File: config.mk
export PLATFORM = sky130hd
export DESIGN_NAME = stream_arb_mux
export DESIGN_NICKNAME = d
export VERILOG_FILES = /design/src/rtl/stream_arb_pkg.sv /design/src/rtl/rr_pick.sv /design/src/rtl/stream_arb_mux.sv
export SDC_FILE = /design/constraint.sdc
export NUM_CORES = 1
export LEC_CHECK = 0
export BUFFER_PORTS_ARGS = -buffer_cell sky130_fd_sc_hd__clkbuf_2
export CAP_MARGIN = 5
export CORE_ASPECT_RATIO = 1.1
export CORE_UTILIZATION = 48
export CTS_CLUSTER_SIZE = 10
export DETAILED_ROUTE_END_ITERATION = 12
export PLACE_DENSITY = 0.81
export SYNTH_ARGS = -nofsm -noshare
export SYNTH_HDL_FRONTEND = slang
export SYNTH_SLANG_ARGS = --single-unit
File: constraint.sdc
create_clock -name clock -period 3.91 [get_ports clock]
set_input_delay 0.391 -clock clock [delete_from_list [all_inputs] [get_ports clock]]
set_output_delay 0.391 -clock clock [all_outputs]
set_load 0.01 [all_outputs]
File: src/rtl/stream_arb_pkg.sv
// Shared constants and helpers for the stream arbiter/mux family.
// Latency: n/a (compile-time only).
// Backpressure: n/a.
package stream_arb_pkg;

    localparam int MODE_RR    = 0;
    localparam int MODE_FIXED = 1;

    // Ceiling log2; returns 0 for values <= 1.
    function automatic int clog2(input int value);
        int r;
        r = 0;
        for (int i = 0; i < 31; i++) begin
            if ((1 << i) < value) r = i + 1;
        end
        return r;
    endfunction

endpackage

File: src/rtl/rr_pick.sv
// Round-robin picker: first request at or above ptr, wrapping N-1 -> 0.
// Latency: purely combinational.
// Backpressure: none; grant is a pure function of req and ptr.
module rr_pick #(
    parameter int N      = 4,
    parameter int CHAN_W = 2
) (
    input  logic [N-1:0]      req,
    input  logic [CHAN_W-1:0] ptr,
    output logic [N-1:0]      gnt,
    output logic [CHAN_W-1:0] idx,
    output logic              any
);

    logic [2*N-1:0] req2;
    logic [N-1:0]   rot;

    // Rotate requests so ptr sits at bit 0, priority-encode, then rotate the index back.
    always_comb begin
        int pos;
        int sum;
        req2 = {req, req};
        rot  = N'(req2 >> ptr);
        pos  = 0;
        for (int k = N - 1; k >= 0; k--) begin
            if (rot[k]) pos = k;
        end
        sum = pos + int'(ptr);
        if (sum >= N) sum = sum - N;
        any = |req;
        gnt = '0;
        idx = '0;
        if (any) begin
            gnt[sum] = 1'b1;
            idx      = CHAN_W'(sum);
        end
    end

endmodule

File: src/rtl/stream_arb_mux.sv
// N:1 valid/ready stream mux with round-robin or fixed-priority arbitration and packet locking.
// Latency: one cycle from input accept to io_out (single output register, full throughput).
// Backpressure: at most one input ready, only when the output register is empty or draining.
module stream_arb_mux
    import stream_arb_pkg::*;
#(
    parameter  int N      = 4,
    parameter  int W      = 8,
    parameter  int MODE   = MODE_RR,
    localparam int CHAN_W = (clog2(N) > 1) ? clog2(N) : 1
) (
    input  logic              clock,
    input  logic              reset,
    input  logic [N-1:0]      io_in_valid,
    output logic [N-1:0]      io_in_ready,
    input  logic [N*W-1:0]    io_in_bits,
    input  logic [N-1:0]      io_in_last,
    output logic              io_out_valid,
    input  logic              io_out_ready,
    output logic [W-1:0]      io_out_bits,
    output logic              io_out_last,
    output logic [CHAN_W-1:0] io_out_chan
);

    logic              out_valid_q, out_valid_d;
    logic [W-1:0]      out_bits_q,  out_bits_d;
    logic              out_last_q,  out_last_d;
    logic [CHAN_W-1:0] out_chan_q,  out_chan_d;
    logic [CHAN_W-1:0] ptr_q,       ptr_d;
    logic              locked_q,    locked_d;
    logic [CHAN_W-1:0] lock_chan_q, lock_chan_d;

    logic [N-1:0]      cand;
    logic [N-1:0]      gnt;
    logic [CHAN_W-1:0] win;
    logic              win_any;
    logic [CHAN_W-1:0] pick_ptr;
    logic              load;
    logic              accept;

    // Candidate set: the locked channel alone mid-packet, otherwise every valid channel.
    always_comb begin
        cand = io_in_valid;
        if (locked_q) begin
            for (int i = 0; i < N; i++) begin
                cand[i] = (CHAN_W'(i) == lock_chan_q);
            end
        end
    end

    assign pick_ptr = (MODE == MODE_FIXED) ? '0 : ptr_q;

    rr_pick #(
        .N      (N),
        .CHAN_W (CHAN_W)
    ) u_pick (
        .req (cand),
        .ptr (pick_ptr),
        .gnt (gnt),
        .idx (win),
        .any (win_any)
    );

    // Handshake: the winner sees ready whenever the register can take a beat; nothing while in reset.
    always_comb begin
        load        = !out_valid_q || io_out_ready;
        io_in_ready = (load && reset && win_any) ? gnt : '0;
        accept      = |(io_in_valid & io_in_ready);
    end

    // Next-state: output register refill/drain, packet lock tracking and round-robin pointer advance.
    always_comb begin
        out_valid_d = out_valid_q;
        out_bits_d  = out_bits_q;
        out_last_d  = out_last_q;
        out_chan_d  = out_chan_q;
        ptr_d       = ptr_q;
        locked_d    = locked_q;
        lock_chan_d = lock_chan_q;
        if (load) begin
            out_valid_d = accept;
        end
        if (accept) begin
            out_bits_d = io_in_bits[win*W +: W];
            out_last_d = io_in_last[win];
            out_chan_d = win;
            if (io_in_last[win]) begin
                locked_d = 1'b0;
                if (MODE == MODE_RR) begin
                    ptr_d = (win == CHAN_W'(N - 1)) ? '0 : win + CHAN_W'(1);
                end
            end else begin
                locked_d    = 1'b1;
                lock_chan_d = win;
            end
        end
    end

    // State registers; reset abandons any packet in flight.
    always_ff @(posedge clock or negedge reset) begin
        if (!reset) begin
            out_valid_q <= 1'b0;
            out_bits_q  <= '0;
            out_last_q  <= 1'b0;
            out_chan_q  <= '0;
            ptr_q       <= '0;
            locked_q    <= 1'b0;
            lock_chan_q <= '0;
        end else begin
            out_valid_q <= out_valid_d;
            out_bits_q  <= out_bits_d;
            out_last_q  <= out_last_d;
            out_chan_q  <= out_chan_d;
            ptr_q       <= ptr_d;
            locked_q    <= locked_d;
            lock_chan_q <= lock_chan_d;
        end
    end

    assign io_out_valid = out_valid_q;
    assign io_out_bits  = out_bits_q;
    assign io_out_last  = out_last_q;
    assign io_out_chan  = out_chan_q;

endmodule

== Word level (Yosys, flattened, before mapping) ==
Index checks and enable logic that the tools add are counted.

* Register bits after elaboration: 17
* Bits of input ports: 43
* Word-level logic and storage cells: 47

* $add $sub $neg: 3
* $lt $le $gt $ge: 4
* Eq/ne operators: 4
* Shift-type cells: 2
* Mux-type cells: 15
* Bitwise gates (word level): 2
* Reductions and logical operators: 10

{| class="wikitable"
|+ Operators by type and width
! operator !! number
|-
| $mux W32 || 4
|-
| $add A32 B3 Y32 || 1
|-
| $ge A32 B1 Y1 const B || 1
|-
| $ge A32 B4 Y1 const B || 1
|-
| $lt A32 B4 Y1 const B || 1
|-
| $shiftx A32 B6 Y8 || 1
|-
| $sub A32 B4 Y32 const B || 1
|-
| $mux W4 || 3
|-
| $reduce_or A4 Y1 || 2
|-
| $shr A8 B2 Y4 || 1
|-
| $mux W2 || 3
|-
| $and A4 B4 Y4 || 1
|-
| $eq A2 B2 Y1 const A || 2
|-
| $reduce_and A2 Y1 || 2
|-
| $logic_and A1 B1 Y1 || 3
|-
| $lt A2 B3 Y1 const B || 1
|-
| $mux W1 || 3
|-
| $add A2 B1 Y2 const B || 1
|-
| $bmux W1 S2 || 1
|-
| $demux W1 S2 || 1
|-
| $eq A1 B2 Y1 const A || 1
|-
| $eq A2 B2 Y1 const B || 1
|-
| $logic_not A2 Y1 || 1
|-
| $logic_not A1 Y1 || 1
|-
| 2 further kinds || 2
|}

== Depth between registers and ports, before layout ==
Gate-level depths: netlist (run 1).

* Depth in word-level cells: 19
* Depth in mapped cells: 18

== Hierarchy ==
Synthesis (run 1) repeated with hierarchy kept, for this count alone.

* Cell total of the unflattened synthesis: 118
* Area total of the unflattened synthesis: 1345.0 µm²

{| class="wikitable"
|+ Modules (own cells, without submodules)
! module !! times used !! cells an instance !! area each (µm²) !! seq. area each (µm²)
|-
| stream_arb_mux || 1 || 73 || 1038.5 || 425.4
|-
| rr_pick || 1 || 45 || 306.5 || 0.0
|}

== Worst setup path after synthesis (run 1) ==
OpenSTA, ideal clock, no wires.

* Path type: reg-to-reg
* From: register locked_q
* To: register ptr_q[0], in the netlist pick_ptr[0]
* Setup time: 125 ps
* Arrival: 3270 ps
* Setup slack: 515 ps
* Stages on the path, launching flop included: 18
* Buffers on the path: 2
* Clock period less this slack: 3395 ps
* Cell sequence: dfrtp_1 > buf_6 > nor3b_2 > nor3_2 > o21ai_0 > nand2_1 > o21ai_0 > a32o_1 > ha_1 > clkbuf_1 > nand2_1 > a21boi_0 > nand3_2 > a22oi_1 > a311o_1 > a2111oi_4 > nand2b_2 > mux2_4

* Cells in the longest elaborated chain, start to end: 18
* Elaborated cells between the ends (all ways): 28

{| class="wikitable"
|+ Ends and longest elaborated chain
! element !! RTL line !! text
|-
| start: declaration || stream_arb_mux.sv:30 || <nowiki>logic locked_q, locked_d;</nowiki>
|-
| start signal: assignment || stream_arb_mux.sv:115 || <nowiki>locked_q <= locked_d;</nowiki>
|-
| $mux W4 (*) || stream_arb_mux.sv:44 || <nowiki>if (locked_q) begin</nowiki>
|-
| $shr A8 B2 Y4 || rr_pick.sv:23 || <nowiki>rot = N'(req2 >> ptr);</nowiki>
|-
| $mux W2 || rr_pick.sv:26 || <nowiki>if (rot[k]) pos = k;</nowiki>
|-
| $mux W32 (3 in series) || rr_pick.sv:26 ||
|-
| $add A32 B3 Y32 || rr_pick.sv:28 || <nowiki>sum = pos + int'(ptr);</nowiki>
|-
| $sub A32 B4 Y32 / $ge A32 B4 Y1 (equally long branches) || rr_pick.sv:29 || <nowiki>if (sum >= N) sum = sum - N;</nowiki>
|-
| $mux W32 || rr_pick.sv:29 ||
|-
| $ge A32 B1 Y1 (implied by the code) / $lt A32 B4 Y1 (equally long branches) || rr_pick.sv:34 || <nowiki>gnt[sum] = 1'b1;</nowiki>
|-
| $logic_and A1 B1 Y1 (implied by the code) || rr_pick.sv:34 ||
|-
| $mux W1 (implied by the code) || rr_pick.sv:34 ||
|-
| $demux W1 S2 || n/a ||
|-
| $mux W4 || rr_pick.sv:33 || <nowiki>if (any) begin</nowiki>
|-
| $mux W4 || stream_arb_mux.sv:67 || <nowiki>io_in_ready = (load && reset && win_any) ? gnt : '0;</nowiki>
|-
| $and A4 B4 Y4 || stream_arb_mux.sv:68 || <nowiki>accept = |(io_in_valid & io_in_ready);</nowiki>
|-
| $reduce_or A4 Y1 || stream_arb_mux.sv:68 ||
|-
| $reduce_and A2 Y1 (no line) || n/a ||
|-
| end signal: assignment || stream_arb_mux.sv:114 || <nowiki>ptr_q <= ptr_d;</nowiki>
|-
| end: declaration || stream_arb_mux.sv:29 || <nowiki>logic [CHAN_W-1:0] ptr_q, ptr_d;</nowiki>
|}

Every way passes the cells marked *; elsewhere a longest branch is shown, timed or not. The select of a mux whose other input is x is not followed.
A chain may end at the register's enable or synchronous reset.

== Final worst setup path (run 1) ==
* From: register locked_q
* To: register ptr_q[1], in the netlist pick_ptr[1]

The elaborated chain is that of the path after synthesis.

==> results.ini, run 1 <==
[placement]
dp.cells=247
placed_cell_area_um2=1695
gp_congestion=0.8831
dp_slack_ns=0.3061
numPortBuffers=58
hpwl_um=2802

[clock_tree]
cts.repair.resized=0
clock_latency_ns=0.29
cts_sinks=17
cts_setup_buffers=0
path_clk_slew_ns=0.10
cts_root_buffer=clkbuf_4
cts_made_buffers=3
cts.path.max_buffers=2
htree_levels=1
hold_buffers=0
cts_tree=done

[global_route]
top_usage_layer=met2
grt_remaining_overflow=0
antenna_found_initial=0
grt_max_degree=25
grt_use_met1=0.3295
grt.total_usage=0.2535
met3_usage=0.04462
grt_pass1_vias=1303
grt_util_met2=0.4286
grt_first_pass_wirelength_um=5720

[timing]
max_freq_mhz=274.8
hold_violations=0
rsz0062_at_grt=no
period_needed_ns=3.639
tightest_slew_ns=0.4561
slew_headroom=0.6959
setup_viol=0
setup-tns-final_ns=0
fin_ws_ns=0.2709
maxSlewViolCount=0
fin_skew_ns=0.004931
fin_crit_sh=0.9307

[layout]
fin_nets=265
multi_input_area_um2=889.6
layout.cells.non_filler=251
antennaDiodeCount=0
nFillCells=261
regArea_um2=426.7
drive_gt1_frac=0.3761
syn2layout_area_growth_pct=25.18
final_area_um2=1723

[routing]
wl_per_cell_um=13.78
via_per_inst=5.622
wl_um=3459
ant_nets=0
drt-initial-drc-count=38
route.detailed.drc=0
vias=1411
dr.pass1.iters=4

[setup_path]
end_kind=flop
cpMaxStageDelayCell=dfrtp_1
worstPathCellList=nor3b_2 -> nor3_2 -> o21ai_0 -> nand2_1 -> o21ai_0 -> a32o_1 -> ha_1 -> buf_4 -> o21ai_2 -> nor2_2 -> o21a_1 -> a221o_1 -> a2111oi_4 -> nand2b_2 -> mux2_4
path_buf_inv=1
cp-start-kind=flop
slowest_delay_ns=0.48
cp.required_ns=4.09
crit_arrival_ns=3.82
crit_type=flop to flop
critPathTopFamily=compound AO/OA/AOI/OAI gates
cp_common_cell=o21ai_0
cp_max_fo=11

[floorplan]
dieArea_um2=3086
dieWidth_um=53.06
io_pins=59
rows=20
core_um2=2753
initial_core_util=0.5000
die_h_um=58.16

[run]
drv_cap=0

[hold_path]
hold_path_class=input pin to asynchronous set/reset pin

[synth]
yosysUniqueCellTypes=50
async_flop_share=1.000
synth_flop_cell=dfrtp_1
synth_edf_count=0
synth_sequential_area_ratio=0.3091
synth.avg_cell_area_um2=8.602
synth_seq_cells=17
synth_top_area_frac=0.3091
synthTopCellsByCount=nand2_1 (29), dfrtp_1 (17), o21ai_0 (15)
syn-cell-area_um2=1376
synth_area_leader_cell=dfrtp_1
yosysMostFrequentCell=nand2_1
synth_nets=206
synth_area_leaders=dfrtp_1 (31%), nand2_1 (7.9%), o221ai_1 (5.7%), o21ai_0 (5.5%), mux2i_1 (5.1%)
synth_cells=160
yosys_warnings=0

[run_status]
status=completed

[cell usage in the layout, fill, tap and decap left out, types with 2 or more instances in the layout]
| cell type | count |
|---|---|
| a21oi_1 | 3 |
| a22oi_1 | 3 |
| and3_1 | 2 |
| buf_4 | 3 |
| clkbuf_2 | 58 |
| clkbuf_4 | 3 |
| dfrtp_1 | 16 |
| ha_1 | 3 |
| inv_1 | 7 |
| mux2_4 | 2 |
| mux2i_1 | 7 |
| nand2_1 | 29 |
| nand2b_1 | 4 |
| nand3_1 | 6 |
| nand3b_1 | 2 |
| nor2_1 | 9 |
| nor3_1 | 2 |
| nor4_1 | 2 |
| o21a_1 | 2 |
| o21ai_0 | 15 |
| o221ai_1 | 9 |
| or3_1 | 2 |
[final cells by class]
type	count	area share
multi-input cells	129	0.5163
well taps	33	0.02397
inverters	7	0.01525
clock buffers	4	0.01525
flip-flops and latches	17	0.2476
repair buffers	61	0.1816
[registers in the layout, summed over array words and instances (netlist names)]
signal and flops:
locked_q 1, io_out_bits 8, io_out_last 1, io_out_chan 2, pick_ptr 2, io_out_valid 1
lock_chan_q 2
[final timing paths]
check / from / endpoint / slack (ns) / cells past startpoint
min in group clock: io_out_ready / io_out_valid / 0.37 / 3
hold / removal: reset / io_out_bits[4] / 0.01 / 1
setup reg to reg: locked_q / pick_ptr[1] / 0.27 / 15
setup / recovery: locked_q / pick_ptr[1] / 0.27 / 15
hold reg to reg: io_out_bits[0] / io_out_bits[0] / 0.48 / 2
max in group asynchronous: reset / pick_ptr[0] / 3.57 / 1
[stage by stage]
step / utilization / hold slack, ns
global route: 0.6259 / 0.04314
detailed placement: 0.6159 / 0.3466
global placement: 0.6159 / 0.3404
floorplan: - / 0.09541
CTS: 0.6255 / 0.02858
finish: 0.6259 / 0.01282
[routing by layer]
metal / wire (µm) / vias up
met4: 44 / 0
met2: 1710 / 67
li1: - / 703
met3: 274 / 7
met5: 0 / -
met1: 1430 / 634
[kinds of logic (layout without fill, tap and decap cells)]
kind of cell	after synthesis	in the layout	share of synthesized area
xor+xnor	2	2	0.02637
fa+ha+maj	4	4	0.03546
flops	17	17	0.3091
mux	11	11	0.09091
simple gates	68	68	0.2527
buf+inv	14	72	0.04455
compound gates	44	44	0.2409
Power of run 1 is not shown: default switching activity piles up to over one toggle a cycle in this logic, so the estimate is an artifact.
==> run 2: changes to the inputs <==
- ABC_CLOCK_PERIOD_IN_PS: unset -> 3910
- CORE_UTILIZATION: 48 -> 49
- CTS_BUF_LIST: unset -> sky130_fd_sc_hd__clkbuf_4 sky130_fd_sc_hd__clkbuf_8
- PLACE_DENSITY: 0.81 -> 0.83
- RECOVER_POWER: unset -> 50
==> run 2 against run 1 <==
Net effect:
- die area shrank 2.0%
- final area down 0.65%
- final cell count shrank 0.80%
- sequential share of layout area up 0.090 points
- fmax shrank 0.80%
- sequential cell count did not move
- clock skew down 0.0013 ns
- core utilization rose by 3.5 points
- register-to-register slack got worse by 0.03 ns
- critical endpoint is now pick_ptr[0]
- largest cell class unchanged
==> results.ini, run 2 (synthesized netlist as in run 1, its figures left out) <==
[clock_tree]
path_clk_slew_ns=0.11  ; about the same
cts_tree=done
hold_buffers=0  ; unchanged
cts_sinks=17  ; unchanged
cts_setup_buffers=0  ; unchanged
cts.path.max_buffers=2  ; unchanged
cts.repair.resized=0  ; unchanged
clock_latency_ns=0.30  ; about the same
cts_made_buffers=3  ; unchanged
cts_root_buffer=clkbuf_4
htree_levels=1  ; unchanged

[floorplan]
initial_core_util=0.5311  ; +0.03114
io_pins=59  ; unchanged
rows=19  ; -5.0%
die_h_um=57.59  ; -0.99%
dieArea_um2=3025  ; -2.0%
dieWidth_um=52.53  ; -0.99%
core_um2=2591  ; -5.9%

[timing]
hold_violations=0  ; unchanged
fin_crit_sh=0.9382  ; +0.007515
period_needed_ns=3.669  ; +0.02938 ns
rsz0062_at_grt=no
fin_skew_ns=0.003624  ; -0.001307 ns
tightest_slew_ns=0.9446  ; +0.4885 ns
maxSlewViolCount=0  ; unchanged
setup_viol=0  ; unchanged
setup-tns-final_ns=0  ; unchanged
max_freq_mhz=272.6  ; -0.80%
slew_headroom=0.3703  ; -0.3257

[run]
drv_cap=0  ; unchanged

[global_route]
grt_remaining_overflow=0  ; unchanged
grt_util_met2=0.5208  ; +0.09222
grt_first_pass_wirelength_um=6741  ; +18%
grt_use_met1=0.3552  ; +0.02575
grt_max_degree=25  ; unchanged
grt_pass1_vias=1514  ; +16%
grt.total_usage=0.2997  ; +0.04618
met3_usage=0.04800  ; +0.003381
antenna_found_initial=0  ; unchanged
top_usage_layer=met2

[placement]
gp_congestion=0.8698  ; -1.5%
hpwl_um=3169  ; +13%
numPortBuffers=58  ; unchanged

[setup_path]
path_buf_inv=1  ; unchanged
end_kind=flop
crit_arrival_ns=3.86  ; +0.04 ns
crit_type=flop to flop
cp.required_ns=4.11  ; +0.02 ns
cp-start-kind=flop
critPathTopFamily=compound AO/OA/AOI/OAI gates
worstPathCellList=inv_1 -> nor3_2 -> o21ai_0 -> nand2_1 -> o21ai_0 -> a32o_1 -> ha_1 -> nand2_1 -> a21boi_0 -> nand3_2 -> a22oi_1 -> a311o_1 -> a2111oi_4 -> nand2b_2 -> mux2_4
slowest_delay_ns=0.51  ; +0.03 ns
cpMaxStageDelayCell=dfrtp_1
cp_max_fo=8  ; -3

[layout]
fin_nets=265  ; unchanged
nFillCells=231  ; -11%
final_common_cell=clkbuf_2
syn2layout_area_growth_pct=24.36
largest_reg_flops=8  ; unchanged
mostFrequentLayoutCells=clkbuf_2 (49), nand2_1 (29), dfrtp_1 (17)
antennaDiodeCount=0  ; unchanged
drive_gt1_frac=0.3349  ; -0.04128

[routing]
wl_um=3948  ; +14%
dr.pass1.iters=4  ; unchanged
ant_nets=0  ; unchanged
via_per_inst=5.948  ; +5.8%
wl_per_cell_um=15.86  ; +15%
vias=1481  ; +5.0%
route.detailed.drc=0  ; unchanged
drt-initial-drc-count=39  ; +2.6%

[hold_path]
hold_path_class=input pin to asynchronous set/reset pin

[run_status]
status=completed

-- run 2: final timing paths --
kind / startpoint / to / slack (ns) / cells after the start
worst max-delay path: pick_ptr[0] / pick_ptr[0] / 0.24 / 15
worst min-delay path: reset / io_out_bits[2] / 0.20 / 1
worst max register to register: pick_ptr[0] / pick_ptr[0] / 0.24 / 15
worst min register to register: io_out_bits[2] / io_out_bits[2] / 0.49 / 2
max in group asynchronous: reset / lock_chan_q[1] / 3.14 / 1
min in group clock: io_out_ready / io_out_valid / 0.35 / 3
-- run 2: layout make-up --
type / count / area (µm²) / share of cell area
Clock buffer: 3 / 22.52 / 0.01316
Inverter: 7 / 26.28 / 0.01535
Sequential cell: 17 / 425.4 / 0.2485
Tap cell: 31 / 38.79 / 0.02266
Timing Repair Buffer: 61 / 301.5 / 0.1762
Multi-Input combinational cell: 129 / 889.6 / 0.5197
Clock inverter: 1 / 7.507 / 0.004386
-- run 2: per-stage QoR --
step / cell area [µm²] / util / setup WS (ns) / instances / hold WS (ns)
finish: 1712 / 0.6606 / 0.2415 / 249 / 0.2016
global route: 1712 / 0.6606 / 0.01535 / 249 / 0.2531
CTS: 1723 / 0.6649 / 0.3034 / 249 / 0.01879
detailed placement: 1693 / 0.6533 / 0.3191 / 245 / 0.3546
global placement: 1693 / 0.6533 / 0.4734 / 245 / 0.3391
floorplan: 1376 / - / 0.5147 / 160 / 0.09541
-- run 2: layer usage --
metal  part of all wire  up-vias  wire, µm
met5                  0        -         0
li1                   -      700         -
met3              0.061       16       240
met1               0.39      686      1530
met2               0.52       79      2064
met4              0.029        0       113
Power of run 2 is left out for the same reason.
